===== src/rtl/rx_ddr_pkg.sv =====
// Shared types and constants for the DDR packet receiver.
package rx_ddr_pkg;

  localparam int unsigned WORD_BYTES = 32;
  localparam int unsigned LEN_W      = 11;
  localparam int unsigned ADDR_W     = 25;

  typedef enum logic [2:0] {
    ST_IDLE,
    ST_RECV,
    ST_WAIT_WR,
    ST_HDR,
    ST_DONE,
    ST_DROP
  } rx_state_t;

  // MSB position of byte b inside a DDR word: big-endian within each 32-bit lane
  function automatic int unsigned byte_lane(input int unsigned b);
    return (b / 4) * 32 + 31 - 8 * (b % 4);
  endfunction

endpackage


===== src/rtl/rx_byte_packer.sv =====
// 32-byte word assembly register: appends one byte per write, clear has priority
// but a simultaneous write lands in byte 0 of the freshly cleared word.
module rx_byte_packer
  import rx_ddr_pkg::*;
(
  input  logic                    clk,
  input  logic                    rst_n,
  input  logic                    i_wr,
  input  logic                    i_clear,
  input  logic [7:0]              i_byte,
  output logic [WORD_BYTES*8-1:0] o_word,
  output logic [5:0]              o_idx,
  output logic                    o_full
);

  logic [WORD_BYTES*8-1:0] r_word;
  logic [5:0]              r_idx;

  assign o_word = r_word;
  assign o_idx  = r_idx;
  assign o_full = (r_idx == 6'(WORD_BYTES));

  always_ff @(posedge clk or negedge rst_n) begin
    if (!rst_n) begin
      r_word <= '0;
      r_idx  <= '0;
    end else if (i_clear) begin
      r_word <= '0;
      r_idx  <= '0;
      if (i_wr) begin
        r_word[byte_lane(0) -: 8] <= i_byte;
        r_idx                     <= 6'd1;
      end
    end else if (i_wr && !o_full) begin
      for (int unsigned b = 0; b < WORD_BYTES; b++) begin
        if (r_idx == 6'(b)) r_word[byte_lane(b) -: 8] <= i_byte;
      end
      r_idx <= r_idx + 6'd1;
    end
  end

endmodule


===== src/rtl/receive_packet_ddr.sv =====
// Receives one Avalon-ST frame at a time and writes it to DDR as 256-bit words,
// header last. Optional RX_PKT_STATS_EN adds good/dropped frame counters.
module receive_packet_ddr #(
  parameter int unsigned MAX_LEN = 1518,
  parameter int unsigned ADDR_W  = 25
)(
  input  logic                         clk_original,
  input  logic                         rst_n,
  input  logic                         rx_enable,
  input  logic [ADDR_W-1:0]            start_ram_addr,
  input  logic [7:0]                   ff_rx_data,
  input  logic                         ff_rx_sop,
  input  logic                         ff_rx_eop,
  input  logic                         ff_rx_err,
  input  logic                         ff_rx_dval,
  output logic                         ff_rx_rdy,
  output logic                         wr_rq,
  output logic [ADDR_W-1:0]            wr_adr,
  output logic [255:0]                 wr_data_avalon,
  output logic [31:0]                  byte_enable,
  input  logic                         action_done,
  output logic                         pkt_done,
  output logic [rx_ddr_pkg::LEN_W-1:0] pkt_len
`ifdef RX_PKT_STATS_EN
  ,
  output logic [15:0]                  rx_pkt_cnt,
  output logic [15:0]                  rx_drop_cnt
`endif
);

  import rx_ddr_pkg::*;

  rx_state_t         r_state, w_state_nxt;
  logic [ADDR_W-1:0] r_base, r_waddr, r_wr_adr, w_waddr_cur;
  logic [LEN_W-1:0]  r_len, r_pkt_len;
  logic              r_eop_seen, w_eop_nxt;
  logic              r_drop, r_rdy, w_rdy_nxt;
  logic              r_wr_rq, r_hdr, r_pkt_done;

  logic              w_acc, w_start, w_done, w_drop_now;
  logic [LEN_W:0]    w_len_inc;
  logic              w_pk_wr, w_pk_clr, w_pk_full;
  logic [5:0]        w_pk_idx;
  logic [255:0]      w_pk_word, w_hdr_word;

  assign w_acc      = ff_rx_dval & r_rdy;
  assign w_start    = (r_state == ST_IDLE) & w_acc & ff_rx_sop & rx_enable;
  assign w_done     = action_done & r_wr_rq;
  assign w_len_inc  = {1'b0, r_len} + (LEN_W+1)'(1);
  assign w_drop_now = ff_rx_sop | (ff_rx_eop & ff_rx_err) | (w_len_inc > (LEN_W+1)'(MAX_LEN));

  assign w_pk_wr  = (w_start | ((r_state == ST_RECV) & w_acc)) & ~w_pk_full;
  assign w_pk_clr = w_start | ((r_state == ST_WAIT_WR) & w_done) | (r_state == ST_DROP);

  rx_byte_packer u_packer (
    .clk     (clk_original),
    .rst_n   (rst_n),
    .i_wr    (w_pk_wr),
    .i_clear (w_pk_clr),
    .i_byte  (ff_rx_data),
    .o_word  (w_pk_word),
    .o_idx   (w_pk_idx),
    .o_full  (w_pk_full)
  );

  // The SOP beat requests straight out of IDLE before r_waddr is loaded
  assign w_waddr_cur = (r_state == ST_IDLE) ? start_ram_addr + ADDR_W'(1) : r_waddr;
  assign w_hdr_word  = r_drop ? '0 : 256'(r_len);

  always_comb begin
    w_state_nxt = r_state;
    w_eop_nxt   = r_eop_seen;
    unique case (r_state)
      ST_IDLE: begin
        if (w_start) begin
          w_eop_nxt = ff_rx_eop;
          if (ff_rx_eop) w_state_nxt = ff_rx_err ? ST_DROP : ST_WAIT_WR;
          else           w_state_nxt = ST_RECV;
        end
      end
      ST_RECV: begin
        if (w_acc) begin
          w_eop_nxt = ff_rx_eop;
          if (w_drop_now)
            w_state_nxt = ST_DROP;
          else if (ff_rx_eop || w_pk_idx == 6'(WORD_BYTES-1))
            w_state_nxt = ST_WAIT_WR;
        end
      end
      ST_WAIT_WR: if (w_done) w_state_nxt = r_eop_seen ? ST_HDR : ST_RECV;
      ST_HDR:     if (w_done) w_state_nxt = ST_DONE;
      ST_DONE:    w_state_nxt = ST_IDLE;
      ST_DROP: begin
        if (r_eop_seen) begin
          w_state_nxt = ST_HDR;
        end else if (w_acc && ff_rx_eop) begin
          w_state_nxt = ST_HDR;
          w_eop_nxt   = 1'b1;
        end
      end
      default: w_state_nxt = ST_IDLE;
    endcase
    w_rdy_nxt = (w_state_nxt == ST_IDLE) || (w_state_nxt == ST_RECV) ||
                ((w_state_nxt == ST_DROP) && !w_eop_nxt);
  end

  always_ff @(posedge clk_original or negedge rst_n) begin
    if (!rst_n) begin
      r_state    <= ST_IDLE;
      r_base     <= '0;
      r_waddr    <= '0;
      r_len      <= '0;
      r_eop_seen <= 1'b0;
      r_drop     <= 1'b0;
      r_rdy      <= 1'b0;
      r_wr_rq    <= 1'b0;
      r_wr_adr   <= '0;
      r_hdr      <= 1'b0;
      r_pkt_done <= 1'b0;
      r_pkt_len  <= '0;
    end else begin
      r_state    <= w_state_nxt;
      r_eop_seen <= w_eop_nxt;
      r_rdy      <= w_rdy_nxt;
      r_pkt_done <= 1'b0;

      if (w_start) begin
        r_base  <= start_ram_addr;
        r_waddr <= start_ram_addr + ADDR_W'(1);
        r_len   <= LEN_W'(1);
        r_drop  <= ff_rx_eop & ff_rx_err;
      end
      if (r_state == ST_RECV && w_acc) begin
        r_len <= w_len_inc[LEN_W-1:0];
        if (w_drop_now) r_drop <= 1'b1;
      end
      if (r_state == ST_WAIT_WR && w_done) r_waddr <= r_waddr + ADDR_W'(1);

      // Header request waits one idle cycle after the last data handshake
      if (w_done) begin
        r_wr_rq <= 1'b0;
      end else if (w_state_nxt == ST_WAIT_WR && r_state != ST_WAIT_WR) begin
        r_wr_rq  <= 1'b1;
        r_wr_adr <= w_waddr_cur;
        r_hdr    <= 1'b0;
      end else if (r_state == ST_HDR && !r_wr_rq) begin
        r_wr_rq  <= 1'b1;
        r_wr_adr <= r_base;
        r_hdr    <= 1'b1;
      end

      if (r_state == ST_HDR && w_done) begin
        r_pkt_done <= 1'b1;
        r_pkt_len  <= r_drop ? '0 : r_len;
      end
    end
  end

`ifdef RX_PKT_STATS_EN
  always_ff @(posedge clk_original or negedge rst_n) begin
    if (!rst_n) begin
      rx_pkt_cnt  <= '0;
      rx_drop_cnt <= '0;
    end else if (r_state == ST_HDR && w_done) begin
      if (r_drop) rx_drop_cnt <= rx_drop_cnt + 16'd1;
      else        rx_pkt_cnt  <= rx_pkt_cnt + 16'd1;
    end
  end
`endif

  assign ff_rx_rdy      = r_rdy;
  assign wr_rq          = r_wr_rq;
  assign wr_adr         = r_wr_adr;
  assign wr_data_avalon = !r_wr_rq ? '0 : (r_hdr ? w_hdr_word : w_pk_word);
  assign byte_enable    = '1;
  assign pkt_done       = r_pkt_done;
  assign pkt_len        = r_pkt_len;

endmodule


===== config.mk =====
export PLATFORM = sky130hd
export DESIGN_NAME = receive_packet_ddr
export DESIGN_NICKNAME = d
export VERILOG_FILES = /design/src/rtl/rx_ddr_pkg.sv /design/src/rtl/rx_byte_packer.sv /design/src/rtl/receive_packet_ddr.sv
export SDC_FILE = /design/constraint.sdc
export NUM_CORES = 1
export LEC_CHECK = 0
export BUFFER_PORTS_ARGS = -buffer_cell sky130_fd_sc_hd__buf_2
export CORE_MARGIN = 10
export CORE_UTILIZATION = 25
export DETAILED_ROUTE_END_ITERATION = 8
export SLEW_MARGIN = 20
export SYNTH_ARGS = -nofsm -noshare
export SYNTH_HDL_FRONTEND = slang
export SYNTH_SLANG_ARGS = --single-unit

===== constraint.sdc =====
create_clock -name clk_original -period 2.6 [get_ports clk_original]
set_input_delay 0.52 -clock clk_original [delete_from_list [all_inputs] [get_ports clk_original]]
set_output_delay 0.52 -clock clk_original [all_outputs]
set_load 0.05 [all_outputs]

Word-level counts from Yosys, hierarchy flattened --
Cells that the tools add are included.
Storage, ports and cells: bits of input ports 41, bits in registers 368, output and inout bits 327
Operators by class: multiplexer cells 74, reduce and logical (&&, ||, !) cells 87, bitwise logic cells 16, $lt $le $gt $ge 1, eq/ne operators 40, add/subtract/negate cells 4
Operator list (count):
- 256-bit 2-to-1 mux | 4
- 8-bit 2-to-1 mux | 33
- 25-bit 2-to-1 mux | 5
- 6-bit by 5-bit == test with 1-bit output, second input constant | 16
- 2-bit nonzero test | 36
- 2-bit AND reduction | 33
- 25-bit by 1-bit adder with 25-bit output, second input constant | 2
- 6-bit by 4-bit == test with 1-bit output, second input constant | 8
- 11-bit 2-to-1 mux | 4
- 3-bit 2-to-1 mux | 10
- 6-bit by 3-bit == test with 1-bit output, second input constant | 4
- 3-bit one-hot mux with 5 select lines | 1
- 1-bit 2-to-1 mux | 13
- 11-bit by 1-bit adder with 12-bit output, second input constant | 1
- 6-bit by 2-bit == test with 1-bit output, second input constant | 2
- 12-bit by 11-bit greater-than comparator with 1-bit output, second input constant | 1
- 6-bit 2-to-1 mux | 2
- 1-bit bitwise AND | 9
- 3-bit by 2-bit == test with 1-bit output, second input constant | 3
- 1-bit logical AND | 8
- 6-bit by 1-bit adder with 6-bit output, second input constant | 1
- 3-bit by 1-bit == test with 1-bit output, second input constant | 2
- 3-bit == test, second input constant | 2
- 6-bit by 1-bit == test with 1-bit output, second input constant | 1
- other kinds (11) | 21

Depth between registers and ports, before layout --
word-level depth 10, mapped depth 12

Cells and area by module --
Synthesis repeated with hierarchy kept, for this count alone.
Unflattened totals: cells, all modules 1962, area, all modules 19054.5 um2
By module, submodules not included:
- rx_byte_packer | instances 1, cells each 955, area each 11116.9 um2
- receive_packet_ddr | instances 1, cells each 1007, area each 7937.6 um2

Least setup slack after synthesis --
OpenSTA, ideal clock, no wires.
path kind reg-to-reg, start point register r_rdy, in the netlist ff_rx_rdy, end point register u_packer.r_word[240], in the netlist u_packer.o_word[240], arrival 2.457 ns, setup time 0.132 ns, stages on the path, launching flop included 10, slack 0.011 ns, cell sequence dfrtp_1 > nand4_1 > o22a_1 > or3b_1 > buf_2 > nor2_4 > and2_1 > buf_6 > mux2i_1 > nor2_1
On the way: longest elaborated chain between the ends 9, elaborated cells on any way between the ends 14
Ends and longest elaborated chain:
- from (decl) | RTL line receive_packet_ddr.sv:37 | logic r_drop, r_rdy, w_rdy_nxt;
- from (signal assigned) | RTL line receive_packet_ddr.sv:124 | r_rdy <= w_rdy_nxt;
- 1-bit bitwise AND (*) | RTL line receive_packet_ddr.sv:46 | assign w_acc = ff_rx_dval & r_rdy;
- 1-bit bitwise AND (3 in series) | RTL line receive_packet_ddr.sv:47 | assign w_start = (r_state == ST_IDLE) & w_acc & ff_rx_sop & rx_enable;
- 1-bit OR | RTL line receive_packet_ddr.sv:52 | assign w_pk_wr = (w_start | ((r_state == ST_RECV) & w_acc)) & ~w_pk_full;
- 1-bit bitwise AND | RTL line receive_packet_ddr.sv:52
- 1-bit logical AND | RTL line rx_byte_packer.sv:34 | end else if (i_wr && !o_full) begin
- 2-bit nonzero test (no line)
- 2-bit AND reduction (no line)
- to (signal, indexed assignment) | RTL line rx_byte_packer.sv:31 | r_word[byte_lane(0) -: 8] <= i_byte;
- to (signal, indexed assignment) | RTL line rx_byte_packer.sv:36 | if (r_idx == 6'(b)) r_word[byte_lane(b) -: 8] <= i_byte;
- to (decl) | RTL line rx_byte_packer.sv:16 | logic [WORD_BYTES*8-1:0] r_word;
Every way passes the cells marked *; elsewhere a longest branch is shown, timed or not. A chain may end at the register's enable or synchronous reset.

Worst setup path in the final report --
start point register r_rdy, in the netlist ff_rx_rdy, end point register u_packer.r_word[31], in the netlist u_packer.o_word[31]
Same word-level chain as after synthesis.

==> impl_metrics.py <==
metrics = {
    "timing": {
        "fin_crit_sh_pct": 98.6,
        "min_period_ns": 2.56,
        "fin_worst_skew_ns": 0.0243,
        "tightest_slew_ns": 1.17,
        "finalHoldViolCount": 0,
        "fmax_mhz": 390,
        "grt_setup_unrepaired": "true",
        "finalSetupViolCount": 0,
        "relSlewSlack_pct": 22.1,
        "slew_violations": 0,
    },
    "final_layout": {
        "design_area_mm2": 0.0247,
        "mostFrequentLayoutCell": "dfrtp_1",
        "most-common-layout-cells": "365 x dfrtp_1, 279 x nand2_1, 277 x buf_4, 250 x and2_1, 210 x nor2_1",
        "antenna_cells": 0,
        "fin_nets": 2487,
        "area_growth_pct": 31.2,
        "utilization_pct": 33.1,
        "nFillCells": 7767,
        "layout-drive-gt1-share_pct": 24.6,
    },
    "yosys": {
        "syn_inst": 2081,
        "synth_edf_count": 0,
        "ys_warn_count": 0,
        "ys_seq_area_share_pct": 48.9,
        "yosysUniqueCellTypes": 75,
        "synthFlopType": "dfrtp_1",
        "ys_ff_latch": 368,
        "netlist_area_mm2": 0.0188,
        "synth_area_per_cell_um2": 9.05,
        "async_flop_share_pct": 100,
    },
    "worst_setup_path": {
        "critical_path_required_ns": 3.09,
        "crit_path_max_fanout": 8,
        "crit_top_cell": "a21oi_1",
        "cpPeakStageDelay_ns": 0.90,
        "crit_family": "compound AO/OA/AOI/OAI gates",
        "crit_buf_inv": 1,
        "critical_path_class": "reg -> reg",
        "start_kind": "register",
        "cp_slowest_cell": "a21oi_1",
        "crit_chain": "nand4_1 > buf_4 > nor3_1 > a21oi_1 > o21ai_4 > a21oi_1 > a22o_1",
        "arrival_ns": 3.06,
        "end_kind": "register",
    },
    "power": {
        "leakagePower_nw": 12.5,
        "ir_drop_uv": 638,
        "powerDensity_mw_per_mm2": 883,
        "power_mw": 21.8,
    },
    "drt": {
        "vias": 16200,
        "first_iter_violations": 1108,
        "wl_per_cell_um": 19.2,
        "drc_errors": 0,
        "ant_nets": 0,
        "first_pass_iters": 5,
        "drt-total-wl_um": 66100,
        "via_per_inst": 4.70,
    },
    "die": {
        "initial_core_util_pct": 25.3,
        "chipWidth_um": 294,
        "fp.dieH_um": 294,
        "core-area_mm2": 0.0746,
        "io_pins": 368,
        "dieArea_mm2": 0.0867,
        "std_cell_rows": 100,
    },
    "clocking": {
        "h-tree-depth": 2,
        "clkSinkCount": 368,
        "cts_root_buffer": "clkbuf_16",
        "cts_tree": "done",
        "numCtsBuffers": 44,
        "clock_latency_ns": 0.57,
        "clkTransAtPathRegs_ns": 0.06,
        "clockBufferDepth": 3,
    },
    "outcome": {
        "status": "completed",
    },
    "grt": {
        "grt_remaining_overflow": 0,
        "grt_pass1_wl_um": 100000,
        "grt_pass1_vias": 16100,
        "antenna_found_initial": 2,
        "grt_max_degree": 124,
        "grt.total_usage_pct": 14.6,
    },
    "placement": {
        "dpl.hpwl_um": 44600,
        "gp_congestion": 0.833,
        "place_area_mm2": 0.0223,
        "portBuffers": 335,
    },
    "hold_path": {
        "hold_class": "in -> reg",
    },
    "flow_run": {
        "maxCapViolCount": 0,
    },
}
[logic make-up (layout without fill, tap and decap cells)]
logic type,count (synthesis),in the layout,synth area share (%)
AOI/OAI and AO/OA,296,296,9.82
other,1,32,0.0199
muxes,148,148,7.91
DFF,368,368,48.9
xor gates and xnor gates,30,30,1.40
adders and majority gates,8,8,0.532
buffers and inverters,233,589,5.63
and+or+nand+nor,997,997,25.8
[worst register-to-register path: stages, from the launching register on]
cell	delay (ns)
dfrtp_1	0.44
nand4_1	0.26
buf_4	0.21
nor3_1	0.05
a21oi_1	0.21
o21ai_4	0.12
a21oi_1	0.90
a22o_1	0.30
[where the power goes]
part | total [mW] | switching (mW) | leakage (nW) | internal [mW]
combinational | 8.03 | 5.44 | 6.85 | 2.59
sequential | 7.44 | 0.729 | 4.94 | 6.71
clock | 6.34 | 2.53 | 0.722 | 3.81
[worst paths after layout]
| kind | end | slack [ns] | start | cells after the start |
|---|---|---|---|---|
| max in group asynchronous | u_packer.o_word[68] | 1.34 | rst_n | 3 |
| min in group asynchronous | r_base[10] | 0.46 | rst_n | 2 |
| max | u_packer.o_word[31] | 0.04 | ff_rx_rdy | 7 |
| min reg2reg | pkt_len[8] | 0.46 | pkt_len[8] | 2 |
| max reg2reg | u_packer.o_word[31] | 0.04 | ff_rx_rdy | 7 |
| min | r_base[20] | 0.19 | start_ram_addr[20] | 3 |
[layout make-up]
type | count | area, µm² | area share [%]
Multi-Input combinational cell | 1511 | 8860 | 35.9
Tap cell | 969 | 1210 | 4.91
Inverter | 37 | 139 | 0.562
Clock inverter | 17 | 238 | 0.962
Timing Repair Buffer | 476 | 3810 | 15.4
Clock buffer | 59 | 1230 | 4.97
Sequential cell | 368 | 9210 | 37.3
[metrics by stage]
step	cells	setup TNS [ns]	setup WS [ns]	hold slack [ns]
after CTS	3434	-0.126	-0.0110	0.156
after global placement	3351	-0.732	-0.0547	0.450
after floorplan	2112	0	0.0108	0.224
after detailed placement	3351	-1.25	-0.0781	0.451
final	3437	0	0.0353	0.190
after global routing	3437	-0.0640	-0.0274	0.191
[per-layer routing]
metal / GRT usage, % / vias up / routed length (µm)
met5: 0 / - / 27
met4: 3.41 / 4 / 1170
met3: 3.24 / 81 / 4620
met2: 24.1 / 526 / 31500
met1: 19.2 / 7888 / 28800
li1: - / 7659 / -
[registers in the layout, summed over array words and instances, names as in the netlist, 3 cells and up]
register	cells
r_base	25
r_len	11
u_packer.o_word	256
wr_adr	25
pkt_len	11
u_packer.o_idx	6
r_waddr	25
r_state	3
[Yosys cell counts (3+ instances only)]
library cell | instances | area, µm²
buf_1 | 4 | 15.0
nand4_1 | 18 | 113
clkbuf_1 | 130 | 488
nor2b_1 | 9 | 56.3
nand3b_1 | 8 | 60.1
mux2i_1 | 141 | 1410
xor2_1 | 14 | 123
nand2b_1 | 5 | 31.3
a221oi_1 | 24 | 210
nor2_1 | 210 | 788
a221o_1 | 4 | 40.0
o31ai_1 | 6 | 45.0
a21oi_1 | 141 | 706
dfrtp_1 | 368 | 9210
inv_1 | 36 | 135
o22ai_1 | 6 | 37.5
a32oi_1 | 3 | 26.3
buf_4 | 41 | 308
nor3_1 | 10 | 50.1
a22o_1 | 20 | 175
ha_1 | 8 | 100
and3_1 | 11 | 68.8
nand2_1 | 291 | 1090
nor4_1 | 4 | 25.0
and4_1 | 4 | 35.0
xnor2_1 | 16 | 140
mux2_2 | 7 | 78.8
and2_1 | 251 | 1570
o221ai_1 | 5 | 43.8
a31oi_1 | 5 | 31.3
nand3_1 | 154 | 771
o21ai_0 | 47 | 235
buf_2 | 20 | 100
a21o_1 | 3 | 22.5
a211oi_1 | 5 | 37.5
[what timing repair did]
action	CTS	global route
resized for setup	205	68
gates cloned	3	1
setup buffers	3	2
hold buffers	1	0
endpoints found under the hold margin	34	0
endpoints found under the setup margin	267	217
pin swaps	0	6
No activity file was read; power rests on OpenSTA's default activity.
